===== config.mk =====
export PLATFORM = sky130hd
export DESIGN_NAME = fetch_unit_flat
export DESIGN_NICKNAME = d
export VERILOG_FILES = /design/src/rtl/fetch_pkg.sv /design/src/rtl/fetch_unit_if.sv /design/src/rtl/fetch_fifo.sv /design/src/rtl/fetch_unit.sv /design/src/flat_wrapper.sv
export SDC_FILE = /design/constraint.sdc
export NUM_CORES = 1
export LEC_CHECK = 0
export ABC_AREA = 0
export CAP_MARGIN = 0
export CORE_MARGIN = 10
export CORE_UTILIZATION = 51
export DETAILED_ROUTE_END_ITERATION = 8
export GPL_TIMING_DRIVEN = 1
export MAX_ROUTING_LAYER = met4
export PLACE_DENSITY = 0.85
export SLEW_MARGIN = 20
export SYNTH_ARGS = -nofsm -noshare
export SYNTH_HDL_FRONTEND = slang
export SYNTH_SLANG_ARGS = --single-unit
export TNS_END_PERCENT = 20

===== constraint.sdc =====
create_clock -name clk -period 3.35 [get_ports clk]
set_input_delay 0.67 -clock clk [delete_from_list [all_inputs] [get_ports clk]]
set_output_delay 0.67 -clock clk [all_outputs]
set_load 0.005 [all_outputs]

===== src/rtl/fetch_pkg.sv =====
// fetch_pkg: shared defaults and the decode-queue entry type for the fetch unit
package fetch_pkg;
    localparam int unsigned XLEN_D = 32;
    localparam int unsigned DEPTH_D = 4;
    localparam int unsigned PC_STEP_D = 1;
    localparam logic [XLEN_D-1:0] RESET_PC_D = '0;
    typedef struct packed {
        logic [XLEN_D-1:0] pc;
        logic [XLEN_D-1:0] instr;
    } entry_t;
endpackage


===== src/rtl/fetch_unit_if.sv =====
// fetch_unit_if: memory request/response, redirect and decode handshakes of the fetch unit
interface fetch_unit_if
    import fetch_pkg::*;
#(
    parameter int unsigned XLEN = XLEN_D
);
    logic            imem_req_valid;
    logic            imem_req_ready;
    logic [XLEN-1:0] imem_req_addr;
    logic            imem_rsp_valid;
    logic [XLEN-1:0] imem_rsp_data;
    logic            redirect_valid;
    logic [XLEN-1:0] redirect_pc;
    logic            out_valid;
    logic            out_ready;
    logic [XLEN-1:0] out_instr;
    logic [XLEN-1:0] out_pc;
    modport master (
        output imem_req_valid, imem_req_addr, out_valid, out_instr, out_pc,
        input  imem_req_ready, imem_rsp_valid, imem_rsp_data, redirect_valid, redirect_pc, out_ready
    );
    modport slave (
        input  imem_req_valid, imem_req_addr, out_valid, out_instr, out_pc,
        output imem_req_ready, imem_rsp_valid, imem_rsp_data, redirect_valid, redirect_pc, out_ready
    );
endinterface


===== src/rtl/fetch_fifo.sv =====
// fetch_fifo: power-of-two circular FIFO with flush, count and full/empty flags
module fetch_fifo #(
    parameter int unsigned W = 8,
    parameter int unsigned D = 4
) (
    input  logic                 clk,
    input  logic                 rst_n,
    input  logic                 push,
    input  logic                 pop,
    input  logic                 flush,
    input  logic [W-1:0]         din,
    output logic [W-1:0]         dout,
    output logic                 full,
    output logic                 empty,
    output logic [$clog2(D):0]   count
);
    localparam int unsigned AW = $clog2(D);
    logic [W-1:0]  mem [D];
    logic [AW-1:0] rd, wr;
    logic          do_push, do_pop;
    assign full    = count == (AW+1)'(D);
    assign empty   = count == '0;
    assign dout    = mem[rd];
    // A full FIFO still takes a push when the head leaves in the same cycle.
    assign do_push = push && (!full || pop);
    assign do_pop  = pop && !empty;
    always_ff @(posedge clk or negedge rst_n) begin
        if (!rst_n) begin
            rd    <= '0;
            wr    <= '0;
            count <= '0;
        end else if (flush) begin
            rd    <= '0;
            wr    <= '0;
            count <= '0;
        end else begin
            if (do_push) wr <= wr + AW'(1);
            if (do_pop) rd <= rd + AW'(1);
            count <= count + (AW+1)'(do_push) - (AW+1)'(do_pop);
        end
    end
    always_ff @(posedge clk) begin
        if (do_push && !flush) mem[wr] <= din;
    end
endmodule


===== src/rtl/fetch_unit.sv =====
// fetch_unit: in-order instruction fetch with a bounded request window and redirect kill tracking
module fetch_unit
    import fetch_pkg::*;
#(
    parameter int unsigned     XLEN     = XLEN_D,
    parameter int unsigned     DEPTH    = DEPTH_D,
    parameter int unsigned     PC_STEP  = PC_STEP_D,
    parameter logic [XLEN-1:0] RESET_PC = XLEN'(RESET_PC_D)
) (
    input logic          clk,
    input logic          rst_n,
    fetch_unit_if.master bus
);
    localparam int unsigned CW = $clog2(DEPTH) + 1;
    typedef struct packed {
        logic [XLEN-1:0] pc;
        logic [XLEN-1:0] instr;
    } q_entry_t;
    logic [XLEN-1:0] pc, tag_head;
    logic [CW-1:0]   q_count, t_count, kill;
    logic [CW+1:0]   inflight;
    logic            q_full, q_empty, t_full, t_empty;
    logic            req_fire, rsp_live, rsp_keep, pop_fire;
    q_entry_t        q_head, q_din;
    // Killed responses still occupy memory slots, so they count against the window.
    assign inflight           = (CW+2)'(q_count) + (CW+2)'(t_count) + (CW+2)'(kill);
    assign bus.imem_req_valid = rst_n && !bus.redirect_valid && !t_full && inflight < (CW+2)'(DEPTH);
    assign bus.imem_req_addr  = pc;
    assign req_fire           = bus.imem_req_valid && bus.imem_req_ready;
    assign rsp_live           = bus.imem_rsp_valid && (kill != '0 || !t_empty);
    assign rsp_keep           = rsp_live && kill == '0 && !bus.redirect_valid;
    assign pop_fire           = bus.out_valid && bus.out_ready;
    assign bus.out_valid      = !q_empty;
    assign bus.out_pc         = q_head.pc;
    assign bus.out_instr      = q_head.instr;
    assign q_din              = '{pc: tag_head, instr: bus.imem_rsp_data};
    always_ff @(posedge clk or negedge rst_n) begin
        if (!rst_n) begin
            pc   <= RESET_PC;
            kill <= '0;
        end else if (bus.redirect_valid) begin
            pc   <= bus.redirect_pc;
            kill <= kill + t_count - CW'(rsp_live);
        end else begin
            if (req_fire) pc <= pc + XLEN'(PC_STEP);
            if (rsp_live && kill != '0) kill <= kill - CW'(1);
        end
    end
    fetch_fifo #(.W(2*XLEN), .D(DEPTH)) u_iq (
        .clk   (clk),
        .rst_n (rst_n),
        .push  (rsp_keep),
        .pop   (pop_fire),
        .flush (bus.redirect_valid),
        .din   (q_din),
        .dout  (q_head),
        .full  (q_full),
        .empty (q_empty),
        .count (q_count)
    );
    fetch_fifo #(.W(XLEN), .D(DEPTH)) u_tag (
        .clk   (clk),
        .rst_n (rst_n),
        .push  (req_fire),
        .pop   (rsp_keep),
        .flush (bus.redirect_valid),
        .din   (pc),
        .dout  (tag_head),
        .full  (t_full),
        .empty (t_empty),
        .count (t_count)
    );
    // The request window guarantees neither FIFO is ever pushed beyond capacity.
    assert property (@(posedge clk) disable iff (!rst_n) !(req_fire && t_full));
    assert property (@(posedge clk) disable iff (!rst_n) !(rsp_keep && q_full && !pop_fire));
endmodule


===== src/flat_wrapper.sv =====
// flat-port wrapper written by rule: the top's interface ports become plain ports
module fetch_unit_flat import fetch_pkg::*;
#(
    parameter int unsigned     XLEN     = XLEN_D,
    parameter int unsigned     DEPTH    = DEPTH_D,
    parameter int unsigned     PC_STEP  = PC_STEP_D,
    parameter logic [XLEN-1:0] RESET_PC = XLEN'(RESET_PC_D)
)
  (clk, rst_n, bus_imem_req_valid, bus_imem_req_addr, bus_out_valid, bus_out_instr, bus_out_pc, bus_imem_req_ready, bus_imem_rsp_valid, bus_imem_rsp_data, bus_redirect_valid, bus_redirect_pc, bus_out_ready);
  fetch_unit_if #(.XLEN(XLEN)) bus_i ();
  input logic clk;
  input logic rst_n;
  output wire logic [$bits(bus_i.imem_req_valid)-1:0] bus_imem_req_valid;
  output wire logic [$bits(bus_i.imem_req_addr)-1:0] bus_imem_req_addr;
  output wire logic [$bits(bus_i.out_valid)-1:0] bus_out_valid;
  output wire logic [$bits(bus_i.out_instr)-1:0] bus_out_instr;
  output wire logic [$bits(bus_i.out_pc)-1:0] bus_out_pc;
  input wire logic [$bits(bus_i.imem_req_ready)-1:0] bus_imem_req_ready;
  input wire logic [$bits(bus_i.imem_rsp_valid)-1:0] bus_imem_rsp_valid;
  input wire logic [$bits(bus_i.imem_rsp_data)-1:0] bus_imem_rsp_data;
  input wire logic [$bits(bus_i.redirect_valid)-1:0] bus_redirect_valid;
  input wire logic [$bits(bus_i.redirect_pc)-1:0] bus_redirect_pc;
  input wire logic [$bits(bus_i.out_ready)-1:0] bus_out_ready;
  assign bus_imem_req_valid = bus_i.imem_req_valid;
  assign bus_imem_req_addr = bus_i.imem_req_addr;
  assign bus_out_valid = bus_i.out_valid;
  assign bus_out_instr = bus_i.out_instr;
  assign bus_out_pc = bus_i.out_pc;
  assign bus_i.imem_req_ready = bus_imem_req_ready;
  assign bus_i.imem_rsp_valid = bus_imem_rsp_valid;
  assign bus_i.imem_rsp_data = bus_imem_rsp_data;
  assign bus_i.redirect_valid = bus_redirect_valid;
  assign bus_i.redirect_pc = bus_redirect_pc;
  assign bus_i.out_ready = bus_out_ready;
  fetch_unit #(.XLEN(XLEN), .DEPTH(DEPTH), .PC_STEP(PC_STEP), .RESET_PC(RESET_PC)) u_core (.clk(clk), .rst_n(rst_n), .bus(bus_i));
endmodule

After elaboration in Yosys (flattened, before gate mapping)
Memory sizes are Yosys's and may differ from the RTL's.
Index checks and enable logic that the tools add are counted.
{"block": "word_totals", "word_cells": 78, "register_bits": 49, "n_memories": 2, "ram_bits": 384}
{"block": "classes", "eq_ne": 2, "n_addsub": 14, "muxes": 18, "n_reduce_logical": 33, "magnitude_cmp": 1}
{"name": "u_core.u_iq.mem", "depth": 4, "word_bits": 64, "read_ports": 1, "rd_ports_with_merged_regs": 0, "write_ports": 1, "line_no": "fetch_fifo.sv:18", "text": "logic [W-1:0] mem [D];"}
{"name": "u_core.u_tag.mem", "depth": 4, "word_bits": 32, "read_ports": 1, "rd_ports_with_merged_regs": 0, "write_ports": 1, "line_no": "fetch_fifo.sv:18"}
{"cell": "$mux 32", "count": 2}
{"cell": "$add 32x1->32 const B", "count": 1}
{"cell": "$mux 2", "count": 8}
{"cell": "$logic_and 1x1->1", "count": 15}
{"cell": "$mux 3", "count": 4}
{"cell": "$reduce_bool 2->1", "count": 6}
{"cell": "$logic_not 3->1", "count": 3}
{"cell": "$sub 3x1->3", "count": 3}
{"cell": "$add 2x1->2 const B", "count": 4}
{"cell": "$add 3x1->3", "count": 2}
{"cell": "$eq 3x3->1 const B", "count": 2}
{"cell": "$add 5x3->5", "count": 1}
{"cell": "$logic_not 1->1", "count": 5}
{"cell": "$lt 5x3->1 const B", "count": 1}
{"cell": "$add 3x3->4", "count": 1}
{"cell": "$mux 1", "count": 4}
{"cell": "$add 3x3->3", "count": 1}
{"cell": "$logic_or 1x1->1", "count": 3}
{"cell": "$reduce_bool 3->1", "count": 1}
{"cell": "$sub 3x1->3 const B", "count": 1}

Depth between registers and ports, before layout
{"block": "depth", "ltp_word": 11, "ltp_mapped": 17, "ltp_nobuf": 16}

Cells and area by module
Synthesis repeated with hierarchy kept, for this count alone.
{"block": "hier_totals", "cells_unflattened": 885, "area_unflattened_um2": 17399.2}
{"mod": "fetch_fifo (u_core.u_iq)", "area_per_inst_um2": 9690.5, "cells_each": 382, "instances": 1, "seq_area_each_um2": 7862.5}
{"mod": "fetch_fifo (u_core.u_tag)", "area_per_inst_um2": 5213.8, "cells_each": 216, "instances": 1, "seq_area_each_um2": 4018.9}
{"mod": "fetch_unit", "area_per_inst_um2": 2494.9, "cells_each": 287, "instances": 1, "seq_area_each_um2": 875.8}

Worst setup path after synthesis
No wires, ideal clock.
{"block": "synth_path", "path_kind": "register -> register", "from": "register u_core.u_tag.count[0]", "to": "register u_core.u_tag.count[2]", "synth_period_minus_slack_ps": 3687, "path_buffers": 1, "arrival_time_ps": 3555, "path_slack_ps": -337, "setup_ps": 132, "path_stages_with_launch": 18, "cell_sequence": "dfrtp_1 ha_1 fa_1 xor2_1 ha_1 nor4b_4 nand4_2 nor2_4 inv_2 buf_2 ha_1 inv_1 ha_1 inv_1 fa_1 xnor2_1 xnor2_1 nor2_1"}
{"block": "synth_between", "elab_chain_len": 11, "elab_cells_between_ends": 20, "classes_between": "add/sub (4); order compare (1); eq/ne (1); mux (1); reduce/logical (13)"}
{"element": "from (decl)", "line_no": "fetch_fifo.sv:15", "text": "output logic [$clog2(D):0] count"}
{"element": "from (signal assigned)", "line_no": "fetch_fifo.sv:39", "text": "count <= count + (AW+1)'(do_push) - (AW+1)'(do_pop);"}
{"element": "branches (longest 9 deep; another with $add 5x3->5)"}
{"element": "$sub 3x1->3 (*)", "line_no": "fetch_fifo.sv:39"}
{"element": "$mux 3 (*)", "line_no": "fetch_fifo.sv:32", "text": "end else if (flush) begin"}
Mark *: on every way between the ends.
A chain may end at the register's enable or synchronous reset.

Worst setup path after layout
{"block": "layout_path", "from": "register u_core.u_iq.count[0]", "to": "register u_core.u_tag.count[2]"}
{"block": "layout_between", "elab_chain_len": 9}
{"element": "from (decl)", "line_no": "fetch_fifo.sv:15"}
{"element": "from (signal assigned)", "line_no": "fetch_fifo.sv:39"}
{"element": "$add 3x3->4", "line_no": "fetch_unit.sv:26", "text": "assign inflight = (CW+2)'(q_count) + (CW+2)'(t_count) + (CW+2)'(kill);"}
{"element": "$add 5x3->5", "line_no": "fetch_unit.sv:26"}
{"element": "$lt 5x3->1", "line_no": "fetch_unit.sv:27", "text": "assign bus.imem_req_valid = rst_n && !bus.redirect_valid && !t_full && inflight < (CW+2)'(DEPTH);"}
{"element": "$logic_and 1x1->1", "line_no": "fetch_unit.sv:27"}
{"element": "$logic_and 1x1->1", "line_no": "fetch_unit.sv:29", "text": "assign req_fire = bus.imem_req_valid && bus.imem_req_ready;"}
{"element": "$logic_and 1x1->1", "line_no": "fetch_fifo.sv:25", "text": "assign do_push = push && (!full || pop);"}
{"element": "$add 3x1->3", "line_no": "fetch_fifo.sv:39"}
{"element": "$sub 3x1->3", "line_no": "fetch_fifo.sv:39"}
{"element": "$mux 3", "line_no": "fetch_fifo.sv:32"}
No other way between the ends.

==> results.md <==
Outcome
* complete, but fails checks — result of the run
* negative setup slack — failing checks

Global routing
* 19.1% — GRT Total Usage
* 9634 — number of global-route vias before repair
* 59100 um — global-route wire length before repair
* 50 — pin count of the biggest net entering global routing
* 0 — remaining global-route overflow
* 0 — initial antenna violation count

Setup path
* ha_4 — cell repeated most along the worst path
* adder cells — Top delay family on crit path
* register — nature of the critical path endpoint
* 4 — total buffers and inverters traversed by the critical path
* register to register — critical setup path kind
* dfrtp_1 — cell type of the slowest stage on the worst timing path
* ha_2, fa_2, xor2_2, ha_4, nor4b_4, nand4_2, buf_6, nor2_4, inv_2, ha_4, inv_4, ha_4, inv_2, fa_2, xnor2_2, xnor2_1, nor2_1 — cell-by-cell trace of the critical path
* 3.78 ns — critical path data required time
* register — kind of start point of the critical path
* 2 — crit-path max FO
* 3.79 ns — arrival time of data at the critical path endpoint
* 0.39 ns — highest cell delay on the worst timing path

Floorplan
* 32800 um2 — area of the core region
* 52.1% — Initial Util
* 66 — Row Count
* 203 um — Die X
* 41200 um2 — Die ar.
* 168 — I/O pin total
* 203 um — Die Y

CTS
* 2 — total number of H-tree levels
* 0.55 ns — clock insertion delay at the later pin of the skew report
* 0 — hold-fix buffer count after cts
* 43 — total CTS buffers
* clkbuf_16 — cell at the root of the clock tree
* yes — CTS tree
* 433 — CTS sink count
* 3 — maximum buffer depth of the clock tree
* 0.06 ns — clock edge transition at the registers on the reported setup and hold paths

STA
* -0.0122 ns — setup slack of the critical path after layout
* yes — setup repair after global routing missed its margin
* 0 — max-slew violations
* 1 — final setup violating endpoints
* 0.0277 ns — worst setup skew after layout
* 3.36 ns — clock period minus worst slack
* 297 MHz — Peak Freq
* 0 — final hold vios
* 55.8% — relative slew slack
* 100% — final worst-path cycle share
* 0.663 ns — transition time of the tightest slew-check pin

Layout
* 384 x edfxtp_1, 164 x clkdlybuf4s50_1, 96 x mux4_2, 46 x dfrtp_1, 43 x clkbuf_16 — most used cells in the layout excluding fill and tap cells
* edfxtp_1 — most common library cell in the layout ignoring fill and taps
* 23.9% — Area Growth Syn to Fin
* 64.5% — Post-Route Utilization
* 21.2% — fraction of layout instances using a drive strength above 1
* 1172 — number of nets in the layout
* 0 — Antenna Diode Count
* 2188 — fill cell instance count of the final layout

Synth
* 0 — synthesis warning total
* 384 — count of flip-flops with a built-in enable after synthesis
* 855 — synthesized netlist cell count
* 952 — Synthesized Nets
* 74.7% — sequential cell area fraction in the yosys report
* 20.0 um2 — average size of a mapped cell
* 17100 um2 — Mapped Area
* 433 — Synth Register Bits
* 11.3% — fraction of registers with async set/reset
* 63 — unique cell type count in the Yosys netlist
* edfxtp_1 — main flop type after synthesis

Routing
* 24.8 um — routed wire length per instance
* 881 — DRC marker count from the first detailed-route iteration
* 5 — TritonRoute pass-1 iters
* 0 — Antenna Nets Post-Route
* 38400 um — total wire length after detailed routing
* 5.89 — vias per std cell
* 9129 — DR vias
* 0 — DRC viols

Power and ir drop
* 6.95 nW — static leakage
* 0.000498 V — maximum vdd ir drop
* 13.6 mW — post-layout total power
* 645 nW/um2 — pwr/cell area

Flow run
* 0 — max-capacitance violation count

Placed design
* 24400 um — DP Wirelength
* 167 — Port Buffer Count
* 0.863 — Routability Congestion

Worst hold path
* input port to async pin — hold crit path type

[synth_stat cells (3+ instances only)]
master | n | area (um2)
nand3_1 | 16 | 80.1
nor3_1 | 7 | 35.0
xnor2_1 | 18 | 158
and2_1 | 7 | 43.8
or3_1 | 4 | 25.0
buf_1 | 5 | 18.8
ha_1 | 23 | 288
inv_1 | 25 | 93.8
and4_1 | 9 | 78.8
fa_1 | 4 | 80.1
nor4_1 | 3 | 18.8
nand2_1 | 37 | 139
buf_2 | 11 | 55.1
o21ai_0 | 12 | 60.1
a221o_1 | 3 | 30.0
o21ai_1 | 4 | 20.0
a21oi_1 | 7 | 35.0
nand4_1 | 9 | 56.3
xor2_1 | 6 | 52.6
o31ai_1 | 4 | 30.0
a311oi_1 | 3 | 26.3
edfxtp_1 | 384 | 11500
clkbuf_1 | 18 | 67.6
and3_1 | 16 | 100
mux4_2 | 96 | 2160
dfrtp_1 | 49 | 1230
o31a_1 | 3 | 26.3
nor2b_1 | 4 | 25.0
a211oi_1 | 5 | 37.5
nor2_1 | 21 | 78.8
[through the flow]
step | setup slack, ns | area, um2 | TNS, ns | cells | hold WS, ns
6_report | -0.0122 | 21200 | -0.0122 | 1550 | 0.314
5_1_grt | -0.168 | 21200 | -0.239 | 1550 | 0.358
4_1_cts | 0.0113 | 21100 | 0 | 1549 | 0.322
3_5_place_dp | 0.0223 | 19700 | 0 | 1469 | 0.506
3_3_place_gp | 0.0912 | 19700 | 0 | 1469 | 0.499
2_1_floorplan | -0.148 | 17100 | -24.52 | 855 | 0.374
[what timing repair did]
action,4_1_cts,5_1_grt
setup buffers,2,1
setup endpoints to repair,4,3
pin swaps,6,3
gates cloned,0,0
gates resized for setup,5,6
[where the power goes]
group	switching, mW	internal [mW]
combinational	1.07	1.52
clock	1.96	2.71
sequential	0.276	6.11
total	3.31	10.3
[registers in the layout, indices dropped and copies added (netlist names)]
register	count
u_core.u_tag.rd	2
u_core.u_iq.count	3
u_core.u_iq.rd	2
u_core.u_iq.mem	256
u_core.u_tag.count	3
u_core.bus.imem_req_addr	32
u_core.u_tag.mem	128
u_core.u_tag.wr	2
u_core.kill	3
u_core.u_iq.wr	2
[layer usage]
layer / vias up / track usage (%) / routed length [um]
met4: 0 / 5.30 / 906
li1: 3913 / - / -
met1: 4688 / 24.4 / 15300
met3: 69 / 3.58 / 2790
met5: - / - / 0
met2: 459 / 31.0 / 19500
[area by class of cell]
class,count,area (um2),share of cell area [%]
clock inverter,26,267,1.26
clock buffer,52,1120,5.29
timing repair buffer,211,2220,10.5
multi-input combinational,359,4130,19.5
inverter,27,104,0.491
sequential,433,12800,60.3
tap,442,553,2.61
[final timing paths]
kind,from,end,cells past startpoint,slack [ns]
setup / recovery,u_core.u_iq.count[0],u_core.u_tag.count[2],17,-0.01
hold / removal,rst_n,u_core.bus.imem_req_addr[26],2,0.31
setup reg to reg,u_core.u_iq.count[0],u_core.u_tag.count[2],17,-0.01
hold reg to reg,u_core.kill[2],u_core.kill[2],1,0.57
max in group asynchronous,rst_n,u_core.u_iq.rd[0],2,2.53
min in group clk,u_core.kill[2],u_core.kill[2],1,0.57
[cells by family after synthesis]
group / count (synthesis) / share of synthesized area (%)
xor gates and xnor gates: 24 / 1.23
adders and majority gates: 27 / 2.15
DFF: 433 / 74.7
muxes: 99 / 12.8
and+or+nand+nor: 153 / 5.25
AOI/OAI and AO/OA: 56 / 2.27
buffers and inverters: 63 / 1.52
Power figures use the tool's default switching activity.
